$ cat config.mk
export PLATFORM = sky130hd
export DESIGN_NAME = asm_ex_arbiter_flat
export DESIGN_NICKNAME = d
export VERILOG_FILES = /design/src/rtl/asm_ex_arbiter_if.sv /design/src/rtl/asm_ex_arbiter.sv /design/src/flat_wrapper.sv
export SDC_FILE = /design/constraint.sdc
export NUM_CORES = 1
export LEC_CHECK = 0
export ABC_AREA = 1
export CAP_MARGIN = 5
export CORE_MARGIN = 4
export CORE_UTILIZATION = 46
export CTS_BUF_LIST = sky130_fd_sc_hd__clkbuf_16
export CTS_CLUSTER_DIAMETER = 100
export CTS_CLUSTER_SIZE = 14
export DETAILED_ROUTE_END_ITERATION = 10
export PLACE_DENSITY = 0.83
export SLEW_MARGIN = 20
export SYNTH_ARGS = -nofsm -noshare
export SYNTH_HDL_FRONTEND = slang
export SYNTH_SLANG_ARGS = --single-unit
$ cat constraint.sdc
create_clock -name clk -period 1.78 [get_ports clk]
set_input_delay 0.178 -clock clk [delete_from_list [all_inputs] [get_ports clk]]
set_output_delay 0.178 -clock clk [all_outputs]
set_load 0.01 [all_outputs]
$ cat src/rtl/asm_ex_arbiter_if.sv
// Signal bundle between asm_ex_arbiter, its two requesters and the asm_ex datapath.
// The arbiter attaches through the slave modport; the environment drives the master side.
interface asm_ex_arbiter_if;
  logic [1:0] req;
  logic [3:0] din0;
  logic [3:0] din1;
  logic [1:0] gnt;
  logic [1:0] done;
  logic       err;
  logic [6:0] result;
  logic       busy;
  logic       asm_start;
  logic [3:0] asm_din;
  logic [6:0] asm_dout;
  logic       asm_done_tick;

  modport slave (
    input  req, din0, din1, asm_dout, asm_done_tick,
    output gnt, done, err, result, busy, asm_start, asm_din
  );

  modport master (
    output req, din0, din1, asm_dout, asm_done_tick,
    input  gnt, done, err, result, busy, asm_start, asm_din
  );
endinterface

$ cat src/rtl/asm_ex_arbiter.sv
// Two-requester round-robin front end for the asm_ex datapath: grants one requester,
// issues a start pulse, waits for completion or timeout, then pulses done to the winner.
module asm_ex_arbiter #(
  parameter int TIMEOUT = 255
) (
  input  logic            clk,
  input  logic            reset,
  asm_ex_arbiter_if.slave bus
);

  localparam logic [7:0] TIMEOUT_CNT = 8'(TIMEOUT);

  typedef enum logic [1:0] {
    IDLE,
    ISSUE,
    WAIT,
    DONE
  } state_t;

  state_t     state;
  logic [7:0] cnt;
  logic       last_served;  // index of the requester that most recently reached DONE
  logic       winner;

  // NOTE: every variable written in always_comb gets a default first, so no path
  // through the block can leave it unassigned and infer a latch.
  always_comb begin
    winner = 1'b0;
    if (bus.req == 2'b11) begin
      winner = ~last_served;
    end else if (bus.req[1]) begin
      winner = 1'b1;
    end
  end

  // NOTE: sequential state uses non-blocking assignments only, so every register
  // samples the pre-edge values regardless of statement order.
  always_ff @(posedge clk) begin
    if (reset) begin
      state         <= IDLE;
      cnt           <= '0;
      last_served   <= 1'b1;
      bus.gnt       <= '0;
      bus.done      <= '0;
      bus.err       <= 1'b0;
      bus.result    <= '0;
      bus.busy      <= 1'b0;
      bus.asm_start <= 1'b0;
      bus.asm_din   <= '0;
    end else begin
      // Pulse outputs are single-cycle unless a state below re-asserts them.
      bus.done      <= '0;
      bus.err       <= 1'b0;
      bus.asm_start <= 1'b0;

      unique case (state)
        IDLE: begin
          if (bus.req != 2'b00) begin
            bus.gnt       <= winner ? 2'b10 : 2'b01;
            bus.asm_din   <= winner ? bus.din1 : bus.din0;
            bus.asm_start <= 1'b1;
            bus.busy      <= 1'b1;
            state         <= ISSUE;
          end
        end

        ISSUE: begin
          cnt   <= '0;
          state <= WAIT;
        end

        WAIT: begin
          // A completion tick takes priority over a simultaneous timeout.
          if (bus.asm_done_tick) begin
            bus.result  <= bus.asm_dout;
            bus.done    <= bus.gnt;
            last_served <= bus.gnt[1];
            state       <= DONE;
          end else if (cnt == TIMEOUT_CNT) begin
            bus.done    <= bus.gnt;
            bus.err     <= 1'b1;
            last_served <= bus.gnt[1];
            state       <= DONE;
          end else begin
            cnt <= cnt + 8'd1;
          end
        end

        DONE: begin
          bus.gnt  <= '0;
          bus.busy <= 1'b0;
          state    <= IDLE;
        end
      endcase
    end
  end

endmodule

$ cat src/flat_wrapper.sv
// flat-port wrapper written by rule: the top's interface ports become plain ports
module asm_ex_arbiter_flat 
#(
  parameter int TIMEOUT = 255
)
  (clk, reset, bus_req, bus_din0, bus_din1, bus_asm_dout, bus_asm_done_tick, bus_gnt, bus_done, bus_err, bus_result, bus_busy, bus_asm_start, bus_asm_din);
  asm_ex_arbiter_if bus_i ();
  input  logic clk;
  input  logic reset;
  input wire logic [$bits(bus_i.req)-1:0] bus_req;
  input wire logic [$bits(bus_i.din0)-1:0] bus_din0;
  input wire logic [$bits(bus_i.din1)-1:0] bus_din1;
  input wire logic [$bits(bus_i.asm_dout)-1:0] bus_asm_dout;
  input wire logic [$bits(bus_i.asm_done_tick)-1:0] bus_asm_done_tick;
  output wire logic [$bits(bus_i.gnt)-1:0] bus_gnt;
  output wire logic [$bits(bus_i.done)-1:0] bus_done;
  output wire logic [$bits(bus_i.err)-1:0] bus_err;
  output wire logic [$bits(bus_i.result)-1:0] bus_result;
  output wire logic [$bits(bus_i.busy)-1:0] bus_busy;
  output wire logic [$bits(bus_i.asm_start)-1:0] bus_asm_start;
  output wire logic [$bits(bus_i.asm_din)-1:0] bus_asm_din;
  assign bus_i.req = bus_req;
  assign bus_i.din0 = bus_din0;
  assign bus_i.din1 = bus_din1;
  assign bus_i.asm_dout = bus_asm_dout;
  assign bus_i.asm_done_tick = bus_asm_done_tick;
  assign bus_gnt = bus_i.gnt;
  assign bus_done = bus_i.done;
  assign bus_err = bus_i.err;
  assign bus_result = bus_i.result;
  assign bus_busy = bus_i.busy;
  assign bus_asm_start = bus_i.asm_start;
  assign bus_asm_din = bus_i.asm_din;
  asm_ex_arbiter #(.TIMEOUT(TIMEOUT)) u_core (.clk(clk), .reset(reset), .bus(bus_i));
endmodule
==> results.env <==
H-TREE-DEPTH=2
CLOCK_INSERTION_DELAY_WORST_SKEW_PS=270
FINALWIRELENGTH_MM=3.29
GPL.FINAL_WEIGHTED_CONGESTION=0.795
WORST_SETUP_HOLD_PATH_CLK_SLEW_PS=50
TRITONCTS='built'
ANTENNA_FOUND_INITIAL=0
SW_FRAC_OF_TOTAL_PCT=33.0
STD_CELL_CORE_AREA_UM2=2760
SETUP-VIOLATIONS-FINAL=0
DIE-HEIGHT_UM=61.6
FIRST_PASS_GRT_WIRE_LENGTH_MM=5.44
VIAS_IN_THE_FIRST_GLOBAL_ROUTE=1224
SYN_AREA_UM2=1320
CLOCK_BUFFER_COUNT_FROM_CTS=5
CP_MAX_FO=9
P_SWITCHING_mW=0.835
SYN_AREA_PER_CELL_UM2=7.29
CRIT_REQUIRED_PS=1980
HOLD_BUF_CTS=0
DRT_ITER0_MARKERS=66
CTS_REPAIR_RESIZES=0
SYN_NETS=206
CRITICAL_PATH.TOP_DELAY_FAMILY='simple AND/OR/NAND/NOR gates'
YS_FF_LATCH=29
YS_WARN_COUNT=0
PLACEDCELLCOUNT=247
WORST_IR_DROP_VDD_mV=1.42
CTS.ROOT.BUFFER_CELL='clkbuf_16'
TIMING.FINAL.CRIT_SHARE_PCT=88.1
MAXIMUM_OPERATING_FREQUENCY_MHz=637
LARGEST_NET_DEGREE_AT_THE_START_OF_GLOBAL_ROUTING=15
DIODES_INSERTED=0
FLOORPLAN.INITIALDENSITY_PCT=47.9
DETAIL-ROUTE-ANTENNA-NETS=0
DRC_ERRORS=0
CRITICAL_PATH_CELL_BY_CELL='inv_1, ha_1, or2_2, nand2_4, nand2_1, a21oi_1'
MAXSLEWVIOLCOUNT=0
POST_SYNTH_NUM_CELL_TYPES=18
CRITPATHMAXSTAGEDELAY_PS=420
MAX_SLEW.WORST_PIN.SLEW_PS=358
SKEW_PS=4.05
CTS.SINK_COUNT=29
SYN-INSTANCE-COUNT=181
AREAGROWTHSYNTHTOFINISH_PCT=41.3
DP_HPWL_MM=2.38
CLOCK_POWER_SHARE_PCT=31.4
ROUTE.VIAS.TOTAL=1310
DRV_CAP=0
HOLD_VIOLATIONS=0
INSTANCES_NO_FILL=255
PIN_COUNT=38
POWERDENSITY_nW_PER_UM2=1360
POWER.SEQUENTIAL.FRACTION_PCT=35.7
AVERAGE_DETAILED_ROUTED_WIRE_LENGTH_PER_INSTANCE_UM=12.9
FIN_SETUP_TNS_PS=0
PORT_BUFFERS=37
DIEAREA_UM2=3790
PLACEMENT_ROWS=19
R2R_START='u_core.state[0]$_SDFFE_PP0P_'
CRITICAL_PATH.SLOWEST_CELL='or2_2'
POSTCTSSETUPREPAIRBUFS=0
TOTAL_LEAKAGE_POWER_nW=0.757
PATH_BUF_INV=1
CLOCK_PERIOD_MINUS_WORST_SLACK_PS=1570
POWER_REPORT.INTERNAL_TOTAL_mW=1.69
GRT_REMAINING_OVERFLOW=0
DRIVE_ABOVE_1_SHARE_PCT=8.48
WORSTSETUPSTARTPOINT='u_core.state[0]$_SDFFE_PP0P_'
HOLD_PATH_STARTPOINT='u_core.bus.busy$_SDFFE_PP0P_'
GRT_SETUP_UNREPAIRED='false'
ENDPOINT_KIND='flop'
START_KIND='flop'
RUN_STATUS='finished clean'
CLOCK_TREE.BUFFER_DEPTH=2
NUMBER_OF_DETAILED_ROUTING_ITERATIONS_RUN_BEFORE_ANTENNA_REPAIR=4
DIE_WIDTH_UM=61.6
MIN_PATH_TYPE='reg2reg'
GROUTE.USAGE.OVERALL_PCT=20.0
SYNTH_SEQ_AREA_SHARE_PCT=44.0
PATH_CLASS='reg2reg'
WORST_SLEW_MARGIN_REL_PCT=76.2
ROUTE.DETAILED.VIAS_PER_INST=5.14
POWER.COMBINATIONAL.FRACTION_PCT=32.9
WORSTPATHARRIVAL_PS=1770
DESIGN.FINAL.NETS=248
[per-layer routing]
metal  global-route usage (%)  vias to the layer above  part of all wire, %
met4                     8.18                        0                  1.7
met1                     23.7                      587                   42
met3                     7.55                        5                  8.0
met5                        0                        -                    0
met2                     32.6                       47                   48
li1                         -                      671                    -
[final timing paths]
path	to	slack, ps	cells after the start
setup / recovery	u_core.cnt[2]$_SDFFE_PP0P_	210	6
hold / removal	u_core.bus.busy$_SDFFE_PP0P_	470	2
setup reg to reg	u_core.cnt[2]$_SDFFE_PP0P_	210	6
hold reg to reg	u_core.bus.busy$_SDFFE_PP0P_	470	2
[metrics by stage]
stage	hold WS, ps	cell area [um^2]	setup WS (ps)	util, %	total power, mW
after global routing	478	1870	74.7	67.6	2.69
after floorplan	257	1320	303	-	1.44
after global placement	449	1720	298	62.5	1.72
after detailed placement	450	1720	238	62.5	1.74
after CTS	466	1870	226	67.6	2.54
final	471	1870	211	67.6	2.53
[cell type report]
type	instances	area (um^2)
Tap cell	31	38.8
Timing Repair Buffer	40	393
Sequential cell	29	581
Multi-Input combinational cell	132	654
Clock buffer	5	125
Clock inverter	3	17.5
Fill cell	239	892
Inverter	15	56.3
[power groups by stage]
stage / clock, mW / sequential [mW] / combinational (mW)
4_1_cts: 0.805 / 0.901 / 0.838
2_1_floorplan: 0 / 0.935 / 0.501
6_report: 0.793 / 0.904 / 0.832
3_5_place_dp: 0 / 0.913 / 0.827
5_1_grt: 0.841 / 0.920 / 0.933
3_3_place_gp: 0 / 0.909 / 0.810
[worst min-delay path: stages, from the launching register on]
cell,delay [ps]
dfxtp_1,310
nand2_1,60
a21oi_1,50
[synthesized netlist by cell type]
| library cell | n | area [um^2] |
|---|---|---|
| a21oi_1 | 18 | 90.1 |
| a31oi_1 | 4 | 25.0 |
| buf_2 | 2 | 10.0 |
| buf_6 | 1 | 11.3 |
| clkbuf_1 | 2 | 7.51 |
| dfxtp_1 | 29 | 581 |
| ha_1 | 5 | 62.6 |
| inv_1 | 15 | 56.3 |
| nand2_1 | 35 | 131 |
| nand2_2 | 3 | 18.8 |
| nand2_4 | 3 | 33.8 |
| nand3_1 | 12 | 60.1 |
| nand4_1 | 2 | 12.5 |
| nor2_1 | 27 | 101 |
| nor2_2 | 2 | 12.5 |
| nor3_1 | 4 | 20.0 |
| o21ai_0 | 16 | 80.1 |
| or2_2 | 1 | 6.26 |
[state kept, by name (all words and copies together) (netlist names)]
name and count:
u_core.state 2, u_core.bus.gnt 2, u_core.bus.result 7, u_core.bus.err 1, u_core.bus.busy 1, u_core.last_served 1
u_core.cnt 8, u_core.bus.done 2, u_core.bus.asm_din 4, u_core.bus.asm_start 1
[cells by family after synthesis]
kind of cell             after synthesis  synth area share, %
AND/OR/NAND/NOR                       89                 30.0
AO/OA/AOI/OAI                         38                 14.8
flip-flops                            29                 44.0
buffers and inverters                 20                 6.45
adder cells (fa/ha/maj)                5                 4.74
[cell usage in the layout, fill, tap and decap left out, drive strengths merged]
cell	synthesis	layout
clkdlybuf4s50	0	37
o21ai	16	16
dfxtp	29	29
a21oi	18	18
a31oi	4	4
nor2	29	29
buf	3	3
nand4	2	2
nor3	4	4
nand2	41	41
nand3	12	12
inv	15	15
clkinv	0	3
or2	1	1
ha	5	5
clkbuf	2	5
Power figures use the tool's default switching activity.
==> patch 1, RTL diff (same flow settings) <==
`TIMEOUT` is set to 255 in 2 places; all go to 191.
--- a/src/rtl/asm_ex_arbiter.sv
+++ b/src/rtl/asm_ex_arbiter.sv
@@ -2,5 +2,5 @@
 // issues a start pulse, waits for completion or timeout, then pulses done to the winner.
 module asm_ex_arbiter #(
-  parameter int TIMEOUT = 255
+  parameter int TIMEOUT = 191
 ) (
   input  logic            clk,
--- a/src/flat_wrapper.sv
+++ b/src/flat_wrapper.sv
@@ -2,5 +2,5 @@
 module asm_ex_arbiter_flat 
 #(
-  parameter int TIMEOUT = 255
+  parameter int TIMEOUT = 191
 )
   (clk, reset, bus_req, bus_din0, bus_din1, bus_asm_dout, bus_asm_done_tick, bus_gnt, bus_done, bus_err, bus_result, bus_busy, bus_asm_start, bus_asm_din);
Function: no difference found for any inputs over 10 cycles, from zero or initial values and one cycle with reset high; that may be too few to reach the edited logic, so the function may still have changed.
==> patch 1 against the original RTL <==
Routed wire length down 4.7%. Critical path depth unchanged. Sequential cell count unchanged. Power down 2.1%. Final area up 0.20%. Setup slack better by 6.7 ps. Area after synthesis up 3.0%.
==> patch 1: results (changes against the original RTL) <==
| Metric | Value |
|---|---|
| Setup bufs post-CTS | 0 (unchanged) |
| Number of antenna violations at the first check in global routing | 0 (unchanged) |
| Clock transition at the register clock pins on the worst setup and hold paths after CTS | 50 ps (about the same) |
| Fraction of power spent switching nets | 32.7% (-0.28 points) |
| Worst path slowest cell | sky130_fd_sc_hd__or2_2 |
| Global router's overall resource usage | 17.5% (-2.5 points) |
| Drt first pass iters | 6 (+2) |
| Dominant cells by area after synthesis | sky130_fd_sc_hd__dfxtp_1, sky130_fd_sc_hd__nand2_1, sky130_fd_sc_hd__nor2_1 |
| Synthesized net count | 210 (+1.9%) |
| Number of remaining DRC errors | 0 (unchanged) |
| Maximum buffer depth of the clock tree | 2 (unchanged) |
| HPWL Detailed | 2.26 mm (-4.9%) |
| Commonest cells post-synth | sky130_fd_sc_hd__nand2_1, sky130_fd_sc_hd__dfxtp_1, sky130_fd_sc_hd__nor2_1 |
| Worst clock skew on the final layout | 1.18 ps (-2.87 ps) |
| Top Registers | u_core.cnt (8), u_core.bus.result (7), u_core.bus.asm_din (4) |
| Leakage | 0.000765 uW (+1.0%) |
| Post-DP Area | 0.00174 mm2 (+0.80%) |
| Number of global-route vias before repair | 1245 (+1.7%) |
| Mapped Avg Cell Area | 7.35 um2 (+0.81%) |
| Number of buffers inserted by port buffering | 37 (unchanged) |
| Maximum resistive drop on vdd | 1.29 mV (-8.8%) |
| Share of final-layout standard cells stronger than drive strength 1 | 7.14% (-1.3 points) |
| Wire length of the first global-routing pass | 5.53 mm (+1.8%) |
| Post-synthesis sequential area ratio | 42.7% (-1.3 points) |
| Cts repair resizes | 0 (unchanged) |
| CTS H-Tree Depth | 2 (unchanged) |
| CP peak stage delay | 430 ps |
| Clock buffer count from CTS | 5 (unchanged) |
| Average via count per standard cell | 5.13 (-0.23%) |
| Setup WS pre-CTS | 206 ps (-32.8 ps) |
| CTS Root Cell | sky130_fd_sc_hd__clkbuf_16 |
| Maximum number of pins on one net before global-route repair | 16 (+1) |
| Number of DRC markers in iteration 0 | 48 (-27%) |
| Final wirelength | 3.13 mm (-4.7%) |
| Number of distinct library cells after synthesis | 26 (+8) |
| Cell count after placement | 248 (+0.40%) |
| Post-synth ARST share | 0% (unchanged) |
| Largest fanout of any net on the critical path | 8 (-1) |
| Status | finished, final reports clean |
| RD Place Congestion | 0.828 (+4.2%) |
| Count of non-filler cells in the finished layout | 255 (unchanged) |
| Arrival time reported for the critical path endpoint | around 1800 ps |
| Worst Max-Slew Pin Slew | 564 ps (+207 ps) |
| Clock insertion delay at the later pin of the skew report | 270 ps (about the same) |
patch 1: changes by cell type in the layout (fill, tap and decap cells not counted), moves of 2 or more:
cell / delta
sky130_fd_sc_hd__nand2_2: -2
sky130_fd_sc_hd__nand3_2: +3
sky130_fd_sc_hd__a21oi_1: -5
sky130_fd_sc_hd__inv_1: +3
sky130_fd_sc_hd__nor2_1: -2
sky130_fd_sc_hd__nand2_1: +6
sky130_fd_sc_hd__buf_4: -2
patch 1: layout make-up:
class	count	area [um2]
Fill cell	241	912
Inverter	18	67.6
Tap cell	31	38.8
Clock inverter	2	7.51
Sequential cell	29	581
Timing Repair Buffer	38	378
Clock buffer	5	125
Multi-Input combinational cell	132	672
patch 1: stage by stage:
step,power [uW],util (%)
2_1_floorplan,1450,-
3_3_place_gp,1720,62.4
3_5_place_dp,1740,62.4
4_1_cts,2510,67.2
5_1_grt,2660,67.2
6_report,2480,67.2
patch 1: power by group through the flow:
stage | Combinational, uW | Sequential (uW) | Clock, uW
floorplan | 538 | 914 | 0
global placement | 834 | 887 | 0
detailed placement | 852 | 890 | 0
CTS | 857 | 879 | 773
global route | 962 | 894 | 803
finish | 847 | 881 | 750
patch 1: cell families after synthesis:
logic type                 count (synthesis)  synth area share [%]
DFF                                       29                  42.7
and+or+nand+nor                           92                  30.8
AOI/OAI and AO/OA                         33                  12.7
buffers and inverters                     24                  7.91
adders and majority gates                  5                  4.60
xor gates and xnor gates                   2                  1.29
patch 1: final timing paths:
check	cells past startpoint	slack, ps	from	end
max	6	220	u_core.state[0]	u_core.cnt[2]
min	2	470	u_core.bus.busy	u_core.bus.busy
max reg2reg	6	220	u_core.state[0]	u_core.cnt[2]
min reg2reg	2	470	u_core.bus.busy	u_core.bus.busy
patch 1: critical path: cells and delay by family, from the launching register on:
family	cells	cell delay (ps)
flops	1	350
simple gates	3	610
buf+inv	1	80
compound gates	1	130
fa+ha+maj	1	310
patch 1: routing by layer:
layer  up-vias  global-route usage, %  wire (um)
met5         -                      0          0
met4         0                   9.02        105
met3        13                   7.01        182
met2        43                   26.2       1390
met1       569                   21.6       1460
li1        682                      -          -
==> patch 2, RTL diff (same flow settings) <==
Made on the original files. Re-encode `state_t` (4 states) as one-hot, 4 bits wide.
--- a/src/rtl/asm_ex_arbiter.sv
+++ b/src/rtl/asm_ex_arbiter.sv
@@ -11,9 +11,9 @@
   localparam logic [7:0] TIMEOUT_CNT = 8'(TIMEOUT);
 
-  typedef enum logic [1:0] {
-    IDLE,
-    ISSUE,
-    WAIT,
-    DONE
+  typedef enum logic [3:0] {
+    IDLE  = 4'b0001,
+    ISSUE = 4'b0010,
+    WAIT  = 4'b0100,
+    DONE  = 4'b1000
   } state_t;
 
Formal check against the unedited RTL: same outputs for any inputs over 10 cycles, from zero or initial values and one cycle with reset high; not proved beyond that.
==> patch 2 against the original RTL <==
Sequential cell count up 2. Final area rose by 4.0%. Routed wire length decreased by 8.8%. Die area up 5.8%. Area after synthesis increased by 6.7%. Global-route usage fell by 3.6 points. Core utilization grew 0.38 points. First-iteration DRC count grew 11%. Clock skew is 2.3 ps lower. Setup slack improved by 210 ps.
Power is not compared: it rests on default switching activity, and its combinational part moved more than twofold at a synthesized area within 25%.
==> patch 2: results (changes against the original RTL) <==
| Metric | Value |
|---|---|
| Share of final-layout standard cells stronger than drive strength 1 | 13.8% (+5.3 points) |
| Setup bufs post-CTS | 0 (unchanged) |
| HPWL Detailed | 2.26 mm (-5.0%) |
| CP peak stage delay | 370 ps (-50 ps) |
| Worst Reg2Reg Path Length in Cells | 8 (+2) |
| End point of the worst hold path | u_core.bus.busy |
| Maximum number of pins on one net before global-route repair | 13 (-2) |
| Number of global-route vias before repair | 1227 (+0.25%) |
| Number of distinct library cells after synthesis | 23 (+5) |
| Worst clock skew on the final layout | 1.74 ps (-2.31 ps) |
| Worst Max-Slew Pin Slew | 427 ps (+69.2 ps) |
| Cell family with most CP delay | simple AND/OR/NAND/NOR gates |
| Internal Pwr Total | 1330 uW |
| Post-synth ARST share | 0% (unchanged) |
| Number of remaining DRC errors | 0 (unchanged) |
| Number of warnings printed during yosys synthesis | 0 (unchanged) |
| Number of DRC markers in iteration 0 | 73 (+11%) |
| Average wire per standard cell | 11.4 um (-12%) |
| Global router's overall resource usage | 16.4% (-3.6 points) |
| Commonest cells post-synth | sky130_fd_sc_hd__nand2_1, sky130_fd_sc_hd__dfxtp_1, sky130_fd_sc_hd__nor2_1 |
| Number of antenna violations at the first check in global routing | 0 (unchanged) |
| Setup WS pre-CTS | 293 ps (+54.6 ps) |
| Hold slack | 449 ps (-21.2 ps) |
| Startpoint of the worst hold path | u_core.bus.busy |
| Arrival time reported for the critical path endpoint | 1510 ps (-260 ps) |
| Clock insertion delay at the later pin of the skew report | 270 ps (about the same) |
| Maximum buffer depth of the clock tree | 2 (unchanged) |
| Clock buffer count from CTS | 5 (unchanged) |
| Instance count along the most critical hold path | 2 (unchanged) |
| Dominant cells by area after synthesis | sky130_fd_sc_hd__dfxtp_1, sky130_fd_sc_hd__nand2_1, sky130_fd_sc_hd__nand3_1 |
| Wire length of the first global-routing pass | 5.27 mm (-3.1%) |
| Average via count per standard cell | 5.08 (-1.2%) |
| Largest fanout of any net on the critical path | 8 (-1) |
| Launch instance of the worst register-to-register path | u_core.cnt[0] |
| Drt first pass iters | 4 (unchanged) |
| Ant diodes | 0 (unchanged) |
| Worst path slowest cell | sky130_fd_sc_hd__dfxtp_1 |
| Type of the most critical hold path | reg2reg |
| Flop-to-flop setup slack | 420 ps (+210 ps) |
| Post-synthesis sequential area ratio | 44.0% (+0.069 points) |
| Top Registers | u_core.cnt (8), u_core.bus.result (7) |
| Cts repair resizes | 0 (unchanged) |
| Maximum resistive drop on vdd | 0.688 mV |
| Number of buffers inserted by port buffering | 37 (unchanged) |
| CTS Root Cell | sky130_fd_sc_hd__clkbuf_16 |
| Status | finished, final reports clean |
| Max reg flops | 8 (unchanged) |
| Leakage | 0.000771 uW |
| Worst reg2reg endpoint | u_core.cnt[1] |
| Number of nets at the end of the flow | 254 (+2.4%) |
| CTS H-Tree Depth | 2 (unchanged) |
| RD Place Congestion | 0.792 (-0.33%) |
| Synthesized net count | 212 (+2.9%) |
-- patch 2: cell types whose count changed after synthesis, moves of 4 or more --
cell                      delta
sky130_fd_sc_hd__a31oi_1     -4
sky130_fd_sc_hd__ha_1        -4
sky130_fd_sc_hd__nand2_1    +10
sky130_fd_sc_hd__nand3_1    +11
sky130_fd_sc_hd__nand2_2     +4
sky130_fd_sc_hd__o21ai_0    -10
-- patch 2: layout make-up --
class / count / area, um2
timing repair buffer: 38 / 378
fill: 238 / 912
clock buffer: 5 / 125
tap: 31 / 38.8
sequential: 31 / 621
clock inverter: 1 / 3.75
multi-input combinational: 142 / 718
inverter: 15 / 56.3
-- patch 2: layer usage --
metal / share of wire, % / vias up / global-route usage, %
li1: - / 703 / -
met1: 47 / 580 / 19.9
met2: 43 / 48 / 26.3
met3: 8.8 / 4 / 7.10
met4: 0.87 / 0 / 4.85
met5: 0 / - / 0
-- patch 2: cell families (layout without fill, tap and decap cells) --
logic type / Yosys count / count (layout) / synth area share (%)
flops: 31 / 31 / 44.1
simple gates: 115 / 115 / 39.6
compound gates: 26 / 26 / 10.5
fa+ha+maj: 1 / 1 / 0.888
buf+inv: 18 / 59 / 4.97
-- patch 2: worst reg2reg max path, stage by stage (launching register included) --
cell and delay [ps]:
sky130_fd_sc_hd__dfxtp_1 370, sky130_fd_sc_hd__ha_1 200, sky130_fd_sc_hd__nand2_2 100, sky130_fd_sc_hd__nor2_4 110, sky130_fd_sc_hd__nand2_2 90, sky130_fd_sc_hd__nand2_4 120
sky130_fd_sc_hd__nand2_4 100, sky130_fd_sc_hd__nor2_1 110, sky130_fd_sc_hd__a21oi_1 50
-- patch 2: power groups by stage --
stage / Sequential [uW] / Clock [uW] / Combinational [uW]
final: 752 / 752 / 207
after global routing: 757 / 795 / 230
after CTS: 752 / 765 / 209
after detailed placement: 765 / 0 / 208
after global placement: 764 / 0 / 205
after floorplan: 769 / 0 / 104
-- patch 2: worst max-delay path by stage --
stage,start,to,slack (ps),cells after the start
floorplan,u_core.cnt[0],u_core.cnt[0],560,8
global placement,bus_asm_done_tick,u_core.cnt[7],300,7
detailed placement,bus_asm_done_tick,u_core.cnt[7],290,7
CTS,u_core.bus.gnt[0],bus_gnt[0],420,1
global route,u_core.cnt[1],u_core.cnt[0],280,8
finish,u_core.cnt[0],u_core.cnt[1],420,8
-- patch 2: through the flow --
step / power [uW] / instances / area [um2]
floorplan: 874 / 191 / 1410
global placement: 970 / 257 / 1810
detailed placement: 973 / 257 / 1810
CTS: 1730 / 263 / 1940
global route: 1780 / 263 / 1940
finish: 1710 / 263 / 1940
